## config.mk

```make
export PLATFORM = sky130hd
export DESIGN_NAME = keypad_decoder
export DESIGN_NICKNAME = d
export VERILOG_FILES = /design/src/rtl/keypad_decoder.sv
export SDC_FILE = /design/constraint.sdc
export NUM_CORES = 1
export LEC_CHECK = 0
export CAP_MARGIN = 20
export CORE_AREA = 2 2 58 115
export DETAILED_ROUTE_END_ITERATION = 8
export DIE_AREA = 0 0 60 117
export PLACE_DENSITY = 0.79
export SLEW_MARGIN = 0
export SYNTH_ARGS = -nofsm -noshare
export SYNTH_HDL_FRONTEND = slang
export SYNTH_SLANG_ARGS = --single-unit
export TNS_END_PERCENT = 20
```

## constraint.sdc

```tcl
create_clock -name clk_i -period 5 [get_ports clk_i]
set_input_delay 0.75 -clock clk_i [delete_from_list [all_inputs] [get_ports clk_i]]
set_output_delay 0.75 -clock clk_i [all_outputs]
set_load 0.05 [all_outputs]
```

## src/rtl/keypad_decoder.sv

```systemverilog
// Keypad decoder: debounces the scanner's one-hot key bus, reports one event per press
// as a 4-bit code, and buffers the events in a small FIFO with a valid/ready handshake.
module keypad_decoder #(
    parameter int DEBOUNCE   = 16,
    parameter int FIFO_DEPTH = 4
) (
    input  logic        clk_i,
    input  logic        rst_ni,
    input  logic [11:0] key_data_i,
    output logic        out_valid_o,
    input  logic        out_ready_i,
    output logic [3:0]  out_code_o,
    output logic        key_held_o,
    output logic        multi_err_o,
    output logic        overflow_o
);

    localparam int CW = $clog2(DEBOUNCE);
    localparam int PW = $clog2(FIFO_DEPTH);
    localparam logic [CW-1:0] CNT_MAX   = CW'(DEBOUNCE - 1);
    localparam logic [CW-1:0] CNT_ONE   = CW'(1);
    localparam logic [PW-1:0] PTR_ONE   = PW'(1);
    localparam logic [PW:0]   COUNT_ONE = (PW + 1)'(1);
    localparam logic [PW:0]   DEPTH_C   = (PW + 1)'(FIFO_DEPTH);

    typedef enum logic [1:0] {
        IDLE,
        PRESSED,
        WAIT_REL
    } state_t;

    logic [11:0]   samp_q;
    logic [11:0]   cand_q;
    logic [11:0]   stable_q;
    logic [11:0]   held_q;
    logic [CW-1:0] cnt_q;
    state_t        state_q;
    logic          key_held_q;
    logic          multi_err_q;
    logic          overflow_q;
    logic [3:0]    mem_q [FIFO_DEPTH];
    logic [PW-1:0] wr_ptr_q;
    logic [PW-1:0] rd_ptr_q;
    logic [PW:0]   count_q;

    logic is_one_hot;
    logic push;
    logic pop;
    logic full;
    logic accept;

    // Bit positions 0..8 are keys 1..9; bits 9, 10, 11 are '*', '0', '#'.
    function automatic logic [3:0] encode(input logic [11:0] k);
        logic [3:0] c;
        c = 4'h0;
        for (int i = 0; i < 9; i++) begin
            if (k[i]) c = 4'(i + 1);
        end
        if (k[9])  c = 4'hA;
        if (k[10]) c = 4'h0;
        if (k[11]) c = 4'hB;
        return c;
    endfunction

    always_comb begin
        is_one_hot = (stable_q != 12'd0) && ((stable_q & (stable_q - 12'd1)) == 12'd0);
        push       = (state_q == IDLE) && is_one_hot;
        full       = (count_q == DEPTH_C);
        pop        = (count_q != '0) && out_ready_i;
        accept     = push && (!full || pop);
    end

    // A sampled value must repeat DEBOUNCE times in a row before it replaces the stable value.
    always_ff @(posedge clk_i or negedge rst_ni) begin
        if (!rst_ni) begin
            samp_q   <= '0;
            cand_q   <= '0;
            stable_q <= '0;
            cnt_q    <= '0;
        end else begin
            samp_q <= key_data_i;
            if (samp_q != cand_q) begin
                cand_q <= samp_q;
                cnt_q  <= '0;
            end else if (cnt_q == CNT_MAX) begin
                stable_q <= cand_q;
            end else begin
                cnt_q <= cnt_q + CNT_ONE;
            end
        end
    end

    always_ff @(posedge clk_i or negedge rst_ni) begin
        if (!rst_ni) begin
            state_q     <= IDLE;
            held_q      <= '0;
            key_held_q  <= 1'b0;
            multi_err_q <= 1'b0;
            overflow_q  <= 1'b0;
        end else begin
            multi_err_q <= 1'b0;
            overflow_q  <= push && full && !pop;
            case (state_q)
                IDLE: begin
                    if (is_one_hot) begin
                        held_q     <= stable_q;
                        state_q    <= PRESSED;
                        key_held_q <= 1'b1;
                    end else if (stable_q != 12'd0) begin
                        multi_err_q <= 1'b1;
                        state_q     <= WAIT_REL;
                    end
                end
                PRESSED: begin
                    // Rollover to another key is not reported; wait for a full release.
                    if (stable_q == 12'd0) begin
                        state_q    <= IDLE;
                        key_held_q <= 1'b0;
                    end else if (stable_q != held_q) begin
                        state_q    <= WAIT_REL;
                        key_held_q <= 1'b0;
                    end
                end
                WAIT_REL: begin
                    if (stable_q == 12'd0) state_q <= IDLE;
                end
                default: begin
                    state_q    <= IDLE;
                    key_held_q <= 1'b0;
                end
            endcase
        end
    end

    // A full FIFO still accepts a push when the consumer pops in the same cycle.
    always_ff @(posedge clk_i or negedge rst_ni) begin
        if (!rst_ni) begin
            for (int i = 0; i < FIFO_DEPTH; i++) mem_q[i] <= '0;
            wr_ptr_q <= '0;
            rd_ptr_q <= '0;
            count_q  <= '0;
        end else begin
            if (accept) begin
                mem_q[wr_ptr_q] <= encode(stable_q);
                wr_ptr_q        <= wr_ptr_q + PTR_ONE;
            end
            if (pop) rd_ptr_q <= rd_ptr_q + PTR_ONE;
            case ({accept, pop})
                2'b10:   count_q <= count_q + COUNT_ONE;
                2'b01:   count_q <= count_q - COUNT_ONE;
                default: count_q <= count_q;
            endcase
        end
    end

    assign out_valid_o = (count_q != '0);
    assign out_code_o  = mem_q[rd_ptr_q];
    assign key_held_o  = key_held_q;
    assign multi_err_o = multi_err_q;
    assign overflow_o  = overflow_q;

endmodule

```

==> results of run 1 <==
-- cells in the mapped netlist (4+ instances only) --
master / number / area (um^2)
a21oi_1: 6 / 30.0
clkbuf_1: 20 / 75.1
dfrtp_1: 80 / 2000
ha_1: 6 / 75.1
inv_1: 8 / 30.0
mux2_1: 16 / 180
mux2_2: 22 / 248
mux4_2: 4 / 90.1
nand2_1: 5 / 18.8
nand2_4: 4 / 45.0
nand3_1: 5 / 25.0
nor2_1: 17 / 63.8
nor3_1: 8 / 40.0
nor4_1: 8 / 50.1
o21ai_0: 4 / 20.0
xnor2_1: 4 / 35.0
xor2_1: 27 / 236
-- final cells by class --
cell class,instances,area [um^2],area share
clock inverter,5,55.1,0.0133
inverter,8,30.0,0.00724
timing repair buffer,23,225,0.0543
multi-input combinational,167,1480,0.356
sequential,80,2000,0.483
clock buffer,11,253,0.0609
tap,86,108,0.0259
-- per-stage QoR --
stage	hold slack, ps	power [mW]	worst slack, ps	instances	area [um^2]
floorplan	447	0.814	2290	281	3630
global placement	378	0.855	2020	364	3840
detailed placement	384	0.865	1890	364	3840
CTS	395	1.53	2010	380	4150
global route	411	1.57	1800	380	4150
finish	394	1.51	2000	380	4150
-- cell families after synthesis --
family,count (synthesis)
flip-flops,80
AND/OR/NAND/NOR,59
multiplexers,44
buffers and inverters,34
XOR/XNOR,31
AO/OA/AOI/OAI,24
adder cells (fa/ha/maj),9
-- registers in the layout (all words and copies together) (netlist names), 2 cells and up --
signal and flops:
mem_q 16, cand_q 12, held_q 12, samp_q 12
stable_q 12, cnt_q 4, count_q 3, rd_ptr_q 2
state_q 2, wr_ptr_q 2
-- worst reg2reg max path: stages, from the launching register on --
cell	delay, ps
dfrtp_1	540
maj3_1	240
nor3_1	40
o32ai_1	730
nor2_1	190
nand3_1	120
ha_1	180
inv_1	60
fa_1	380
xor2_1	150
nor2_1	120
xor2_1	170
-- routing by layer --
metal  up-vias  GRT usage  wire length (um)
met5         -          0                 0
met4         0      0.107               148
met3         8     0.0571               194
met2        29      0.315              3040
met1      1067      0.257              2720
li1        978          -                 -
-- power by group through the flow --
stage / logic (mW) / clock network (mW) / registers (mW)
6_report: 0.131 / 0.655 / 0.720
5_1_grt: 0.147 / 0.694 / 0.726
4_1_cts: 0.134 / 0.673 / 0.722
3_5_place_dp: 0.132 / 0 / 0.733
3_3_place_gp: 0.125 / 0 / 0.730
2_1_floorplan: 0.103 / 0 / 0.711
-- final timing paths --
| kind | from | to |
|---|---|---|
| worst min register to register | samp_q[7]$_DFF_PN0_ | cand_q[7]$_DFFE_PN0N_ |
| worst min-delay path | samp_q[7]$_DFF_PN0_ | cand_q[7]$_DFFE_PN0N_ |
| worst max register to register | stable_q[3]$_DFFE_PN0P_ | count_q[2]$_DFFE_PN0P_ |
| max in group asynchronous | rst_ni | wr_ptr_q[0]$_DFFE_PN0P_ |
| worst max-delay path | stable_q[3]$_DFFE_PN0P_ | count_q[2]$_DFFE_PN0P_ |
| min in group asynchronous | rst_ni | samp_q[8]$_DFF_PN0_ |
==> results.yml, run 1 <==
floorplan:
  placeableCoreArea_mm2: 0.00621
  rows: 41
  ioPinCount: 23
  initial_core_util: 0.584
  fp.dieH_um: 117
  dieArea_mm2: 0.00702
  die_w_um: 60
power:
  power_switching_mw: 0.348
  ir_worst_vdd_v: 0.000292
  seq_power_share: 0.478
  p_per_area_mw_per_mm2: 363
  p_comb_frac: 0.087
  p_int_mw: 1.16
  switching_share: 0.231
  p_clk_frac: 0.435
  p_leak_nw: 2.03
yosys:
  synthMuxAreaShare: 0.148
  synth_fa_ha_area_frac: 0.0317
  syn_avg_cell_area_um2: 12.9
  ys_seq_area_frac: 0.552
  synth_top_family_by_area: "multiplexers"
  synth_xor_area_frac: 0.0749
  ys_warn_count: 0
  synth_area_mm2: 0.00363
  synth_nets: 303
  synth_cell_types: 44
  synthCells: 281
  synth_compound_area_frac: 0.0507
  dominantRegCellSynth: "dfrtp_1"
  async_reset_ff_frac: 1.00
  synth-edff-count: 0
  ys_ff_latch: 80
  synthSimpleGateAreaFrac: 0.101
layout:
  fin_nets: 311
  final_common_cell: "dfrtp_1"
  syn2layout_area_growth_pct: 14.3
  final_cell_mix: "80 x dfrtp_1, 27 x xor2_1, 22 x mux2_2"
  final_util: 0.668
  n_antenna_cell: 0
  drive_gt1_frac: 0.190
  fillers: 477
place:
  dp_hpwl_mm: 4.16
  place_congestion: 0.808
  place.port_buffers: 22
run_status:
  status: "complete, no violations"
global_routing:
  track_usage: 0.204
  antenna_found_initial: 0
  overflow: 0
  grt_max_degree: 81
  grt_pass1_wl_mm: 10.3
  grt_pass1_vias: 2205
cts:
  cts_hold_buf: 0
  cts-resized-gates: 0
  clk_latency_ps: 330
  clock_sinks: 80
  clk_pin_slew_ps: 60
  clk_path_buf_depth: 2
  cts_setup_buffers: 0
  numCtsBuffers: 9
  cts_tree: "built"
  cts_htree_levels: 3
  cts_root_buf: "clkbuf_16"
routing:
  viasPerCell: 5.48
  drcViolationCount: 0
  vias: 2082
  antenna_left: 0
  wl_mm: 6.10
  wire_per_inst_um: 16.1
  drt_iter0_drc: 78
  drt_pass1_iterations: 4
sta:
  finClkSkew_ps: 4.36
  final_max_slew_viol_count: 0
  hold_violations: 0
  slew_headroom: 0.300
  min_period_ps: 3000
  rsz0062_at_grt: "no"
  fmax_mhz: 333
  setup_viol: 0
  fin_crit_sh: 0.601
  fin_tns_setup_ps: 0
  tightest_slew_ps: 1050
worst_setup_path:
  start_kind: "register"
  cpPeakStageDelay_ps: 730
  cp_num_cells: 11
  cp-end-kind: "register"
  crit_type: "register to register"
  cp_cell_sequence: "maj3_1 > nor3_1 > o32ai_1 > nor2_1 > nand3_1 > ha_1 > inv_1 > fa_1 > xor2_1 > nor2_1 > xor2_1"
  arrival_ps: 3260
  ff2ff_setup_slack_ps: 2000
  worstRegToRegCells: 11
  path_max_fanout: 10
  cp.buffers_inverters: 1
  critPathRequiredTime_ps: 5250
  critPathTopFamily: "adder cells"
  slowest_stage: "o32ai_1"
worst_hold_path:
  hold_path_depth: 0
  min_path_type: "register to register"
job:
  cap_violations: 0
Power figures use the tool's default switching activity.
==> run 2: changes to the inputs <==
--- a/config.mk
+++ b/config.mk
@@ -6,10 +6,10 @@
 export NUM_CORES = 1
 export LEC_CHECK = 0
 export CAP_MARGIN = 20
-export CORE_AREA = 2 2 58 115
+export CORE_AREA = 2 2 62 122
 export DETAILED_ROUTE_END_ITERATION = 8
-export DIE_AREA = 0 0 60 117
-export PLACE_DENSITY = 0.79
+export DIE_AREA = 0 0 64 124
+export PLACE_DENSITY = 0.74
 export SLEW_MARGIN = 0
 export SYNTH_ARGS = -nofsm -noshare
 export SYNTH_HDL_FRONTEND = slang
==> constraint.sdc (replaced) <==
create_clock -name clk_i -period 2.6 [get_ports clk_i]
set_input_delay 0.39 -clock clk_i [delete_from_list [all_inputs] [get_ports clk_i]]
set_output_delay 0.39 -clock clk_i [all_outputs]
set_load 0.05 [all_outputs]
==> results.yml, run 2 (synthesis results as in run 1) <==
run_status:
  status: "complete, no violations"
cts:
  cts_root_buf: "clkbuf_16"
  cts_hold_buf: 0
  clk_path_buf_depth: 2
  clock_sinks: 80
  clk_pin_slew_ps: 60
  cts_setup_buffers: 0
  cts_htree_levels: 3
  cts_tree: "built"
  numCtsBuffers: 9
  clk_latency_ps: 340
worst_setup_path:
  arrival_ps: 2720
  slowest_stage: "or4_4"
  crit_type: "register to register"
  path_common_cell: "xor2_1"
  r2r_end: "count_q[2]$_DFFE_PN0P_"
  cp_cell_sequence: "or4_4 > a2111oi_4 > nor3_2 > nor2_2 > nand3_1 > ha_1 > inv_1 > fa_1 > xor2_1 > nor2_1 > xor2_1"
  reg2reg_from: "stable_q[1]$_DFFE_PN0P_"
  worstRegToRegCells: 11
  cp-end-kind: "register"
  ff2ff_setup_slack_ps: 90
  path_max_fanout: 4
  start_kind: "register"
  cpPeakStageDelay_ps: 580
  critPathRequiredTime_ps: 2820
floorplan:
  rows: 43
  dieArea_mm2: 0.00794
  fp.dieH_um: 124
  ioPinCount: 23
  die_w_um: 64
  initial_core_util: 0.523
  placeableCoreArea_mm2: 0.00694
layout:
  top_register: "mem_q"
  syn2layout_area_growth_pct: 20.5
  drive_gt1_frac: 0.256
  n_antenna_cell: 0
  final_cell_mix: "80 x dfrtp_1, 27 x xor2_1, 24 x buf_4"
  fin_area_mm2: 0.00437
  largest_reg_flops: 16
  final_util: 0.630
  fin_nets: 334
  final_cells: 406
  final_common_cell: "dfrtp_1"
sta:
  hold_violations: 0
  final_max_slew_viol_count: 0
  fin_tns_setup_ps: 0
  tightest_slew_ps: 954
  slew_headroom: 0.364
  min_period_ps: 2510
  fmax_mhz: 399
  setup_ws_ps: 94.1
  setup_viol: 0
  fin_crit_sh: 0.964
  whs_ps: 204
  rsz0062_at_grt: "yes"
  finClkSkew_ps: 6.09
place:
  place_congestion: 0.820
  post-place-cells: 391
  place.port_buffers: 22
  dp_slack_ps: -64.9
  dp_hpwl_mm: 4.66
  placed_area_mm2: 0.00404
power:
  power_mw: 2.90
  p_leak_nw: 2.24
  p_per_area_mw_per_mm2: 663
  ir_worst_vdd_v: 0.000543
job:
  cap_violations: 0
routing:
  wire_per_inst_um: 15.3
  drt_iter0_drc: 73
  wl_mm: 6.20
  vias: 2132
  antenna_left: 0
  drcViolationCount: 0
  viasPerCell: 5.25
  drt_pass1_iterations: 4
global_routing:
  grt_pass1_wl_mm: 10.5
  grt_pass1_vias: 2282
  antenna_found_initial: 0
  grt_max_degree: 81
  overflow: 0
  track_usage: 0.181
worst_hold_path:
  min_path_type: "input port to asynchronous set/reset pin"
==> run 2: cell count changes in the layout (fill, tap and decap cells not counted), sizes merged <==
| cell | change |
|---|---|
| clkdlybuf4s50 | -4 |
| clkinvlp | -2 |
| inv | +1 |
| dlymetal6s2s | +4 |
| buf | +23 |
==> run 2: timing repair <==
| action | in CTS | in global routing |
|---|---|---|
| hold endpoints to repair | 0 | 0 |
| setup endpoints to repair | 0 | 19 |
| gates resized for setup | 0 | 7 |
==> run 2: how the worst max path moves through the flow <==
stage	endpoint	from	cells after the start
2_1_floorplan	mem_q[0]$_DFFE_PN0P_	stable_q[8]$_DFFE_PN0P_	7
3_3_place_gp	count_q[2]$_DFFE_PN0P_	out_ready_i	9
5_1_grt	count_q[2]$_DFFE_PN0P_	stable_q[1]$_DFFE_PN0P_	11
4_1_cts	count_q[2]$_DFFE_PN0P_	stable_q[9]$_DFFE_PN0P_	11
6_report	count_q[2]$_DFFE_PN0P_	stable_q[1]$_DFFE_PN0P_	11
3_5_place_dp	count_q[2]$_DFFE_PN0P_	out_ready_i	9
==> run 2: final cells by class <==
| class | instances | area, um^2 |
|---|---|---|
| inverter | 8 | 30.0 |
| tap | 90 | 113 |
| clock buffer | 11 | 253 |
| fill | 533 | 2570 |
| multi-input combinational | 167 | 1500 |
| sequential | 80 | 2000 |
| timing repair buffer | 46 | 420 |
| clock inverter | 4 | 52.6 |
==> run 2: power by group <==
part	leakage (nW)	switching [mW]	internal [mW]	total [mW]
sequential	1.05	0.0777	1.31	1.39
combinational	1.04	0.122	0.133	0.255
clock	0.152	0.465	0.792	1.26
==> run 2: metal layers <==
layer	up-vias	GRT usage	part of all wire
met4	0	0.101	0.028
met2	38	0.340	0.59
li1	1033	-	-
met1	1047	0.171	0.35
met3	14	0.0497	0.029
met5	-	0	0
==> run 2: worst max-delay path: cells and delay by family (launching register included) <==
kind	cells	cell delay, ps
buffers and inverters	1	80
and+or+nand+nor	5	1050
DFF	1	370
AOI/OAI and AO/OA	1	220
xor gates and xnor gates	2	280
adders and majority gates	2	390
==> RTL change: new RTL, config.mk and constraints of run 1 <==
Re-encode `state_t` (3 states) as one-hot, 3 bits wide.
--- a/src/rtl/keypad_decoder.sv
+++ b/src/rtl/keypad_decoder.sv
@@ -25,6 +25,6 @@
 
-    typedef enum logic [1:0] {
-        IDLE,
-        PRESSED,
-        WAIT_REL
+    typedef enum logic [2:0] {
+        IDLE     = 3'b001,
+        PRESSED  = 3'b010,
+        WAIT_REL = 3'b100
     } state_t;
Check against the original RTL: no difference found for any inputs over 10 cycles, from zero or initial values and one cycle with rst_ni low; not proved beyond that.
==> RTL change against run 1 <==
  * Synthesized area is 3.2% higher
  * Sequential share of layout area is 0.094 points higher
  * Sequential cell count is 1 higher
  * Largest cell class unchanged
  * Wire length is 6.1% higher
  * Cell area is 1.1% higher
  * Highest routed layer unchanged
  * Worst setup slack worse by 0.10 ns
  * Critical path type unchanged
  * Power is 3.7% lower
  * Largest power group unchanged
==> RTL change: results (changes against run 1) <==
Place
  • Routability cong.: 0.8613 (+6.6%)
  • PortBufs: 22 (unchanged)
  • DP Wirelength: 4448 um (+6.8%)

Global route
  • First-pass GRT wire length: 11,040 um (+7.4%)
  • Vias in the first global route: 2,247 (+1.9%)
  • Largest net degree at the start of global routing: 82 (+1.2%)
  • Antenna violations before repair: 0 (unchanged)
  • GRT Total Usage: 21.66% (+1.3 points)

Power
  • Sw Pwr: 0.3368 mW (-3.2%)
  • Leak: 1.924 nW (-5.3%)
  • VDD IR max: 0.0002958 V (+1.2%)

Synthesis
  • Ys async rst share: 100.0% (unchanged)
  • Main flop type after synthesis: dfrtp_1
  • Syn nets: 314 (+3.6%)
  • Largest cells by area after synthesis: dfrtp_1 (53%), mux2_2 (8.1%), mux2_4 (4.8%), xnor2_1 (4.0%), xor2_1 (3.5%)
  • Most instantiated cells after synthesis: dfrtp_1 (80), mux2_2 (27), clkbuf_1 (22)
  • Yosys warnings: 0 (unchanged)
  • Sequential share of the synthesized area: 54.16% (-1.0 points)
  • Unique masters post-synth: 47 (+6.8%)

Cells and area
  • Nets@finish: 317 (+1.9%)
  • Layout cell share with drive strength beyond 1: 20.74% (+1.7 points)
  • # diodes: 0 (unchanged)
  • Fillers: 442 (-7.3%)
  • Number of flip-flops in the largest register: 16 (unchanged)
  • Reg with most FFs: mem_q

Clock tree
  • H-tree Lvls: 3 (unchanged)
  • CTS clk-pin slew, worst paths: 0.06 ns (about the same)
  • Clk root buf: clkbuf_16
  • CTS Buffer Depth: 2 (unchanged)
  • Post CTS Setup Buffer Count: 0 (unchanged)
  • Clk Latency, worst-skew pair: 0.33 ns (about the same)
  • Total CTS buffers: 9 (unchanged)
  • Resize count post-CTS: 0 (unchanged)

Route
  • Vias/cell: 5.769 (+5.3%)
  • Routed WL per cell: 16.82 um (+4.7%)
  • TritonRoute pass-1 iters: 5 (+1)
  • Starting DRT DRC Count: 120 (+54%)

Worst setup path
  • R2R setup slack: 1.90 ns (-0.10 ns)
  • Crit-path max FO: 9 (-1)
  • Worst EP arrival: 3.36 ns (+0.10 ns)

Status
  • Status: complete, no violations

Timing
  • Clock Skews: 0.004761 ns (+0.0004026 ns)
  • Worst Max-Slew Pin Slew: 1.040 ns (-0.007170 ns)
  • Hold_ws: 0.3866 ns (-0.007224 ns)

Min path
  • Hold/Removal Path Class: register to register
[RTL change: final timing paths]
path,startpoint,cells after the start,to
max,stable_q[2]$_DFFE_PN0P_,9,count_q[1]$_DFFE_PN0P_
min reg2reg,samp_q[0]$_DFF_PN0_,0,cand_q[0]$_DFFE_PN0N_
max reg2reg,stable_q[2]$_DFFE_PN0P_,9,count_q[1]$_DFFE_PN0P_
min in group asynchronous,rst_ni,1,cnt_q[1]$_DFFE_PN0N_
min,samp_q[0]$_DFF_PN0_,0,cand_q[0]$_DFFE_PN0N_
max in group asynchronous,rst_ni,1,mem_q[8]$_DFFE_PN0P_
[RTL change: per-stage QoR]
step / power, mW / worst slack [ns] / instance area (um^2) / instances / util (%)
2_1_floorplan: 0.8213 / 2.362 / 3745 / 292 / -
3_3_place_gp: 0.8598 / 1.780 / 3909 / 369 / 62.97
3_5_place_dp: 0.8676 / 1.686 / 3909 / 369 / 62.97
4_1_cts: 1.472 / 1.649 / 4183 / 384 / 67.39
5_1_grt: 1.520 / 1.658 / 4194 / 385 / 67.57
6_report: 1.450 / 1.897 / 4194 / 385 / 67.57
[RTL change: power by group through the flow]
stage | combinational, mW | clock [mW] | sequential [mW]
floorplan | 0.102 | 0 | 0.719
global placement | 0.125 | 0 | 0.735
detailed placement | 0.130 | 0 | 0.738
CTS | 0.132 | 0.614 | 0.726
global route | 0.143 | 0.645 | 0.733
finish | 0.129 | 0.595 | 0.726
[RTL change: kinds of logic after synthesis]
logic type	count (synthesis)	share of synthesized area [%]
muxes	45	15.87
xor gates and xnor gates	32	7.484
and+or+nand+nor	64	10.09
buffers and inverters	38	5.012
AOI/OAI and AO/OA	24	4.577
adders and majority gates	8	2.807
DFF	81	54.16
[RTL change: final cells by class]
cell class              count  share of cell area (%)
flip-flops and latches     81                   48.36
multi-input cells         173                   36.46
clock buffers              13                   6.205
repair buffers             23                   5.459
well taps                  86                   2.566
inverters                   7                  0.6265
clock inverters             2                  0.3282
[RTL change: per-layer routing]
layer | track usage, % | vias to the layer above | wire length, um
li1 | - | 1017 | -
met1 | 27.32 | 1137 | 2650
met3 | 6.593 | 20 | 253
met5 | 0 | - | 0
met2 | 33.33 | 47 | 3329
met4 | 10.96 | 0 | 241
[RTL change: worst max-delay path: stages (launching register included)]
cell	delay (ns)
dfrtp_1	0.47
or4_4	0.57
o31ai_1	0.24
o211ai_1	0.19
nor3_1	0.41
nand3_1	0.22
ha_1	0.27
inv_1	0.08
fa_1	0.41
mux2i_1	0.15
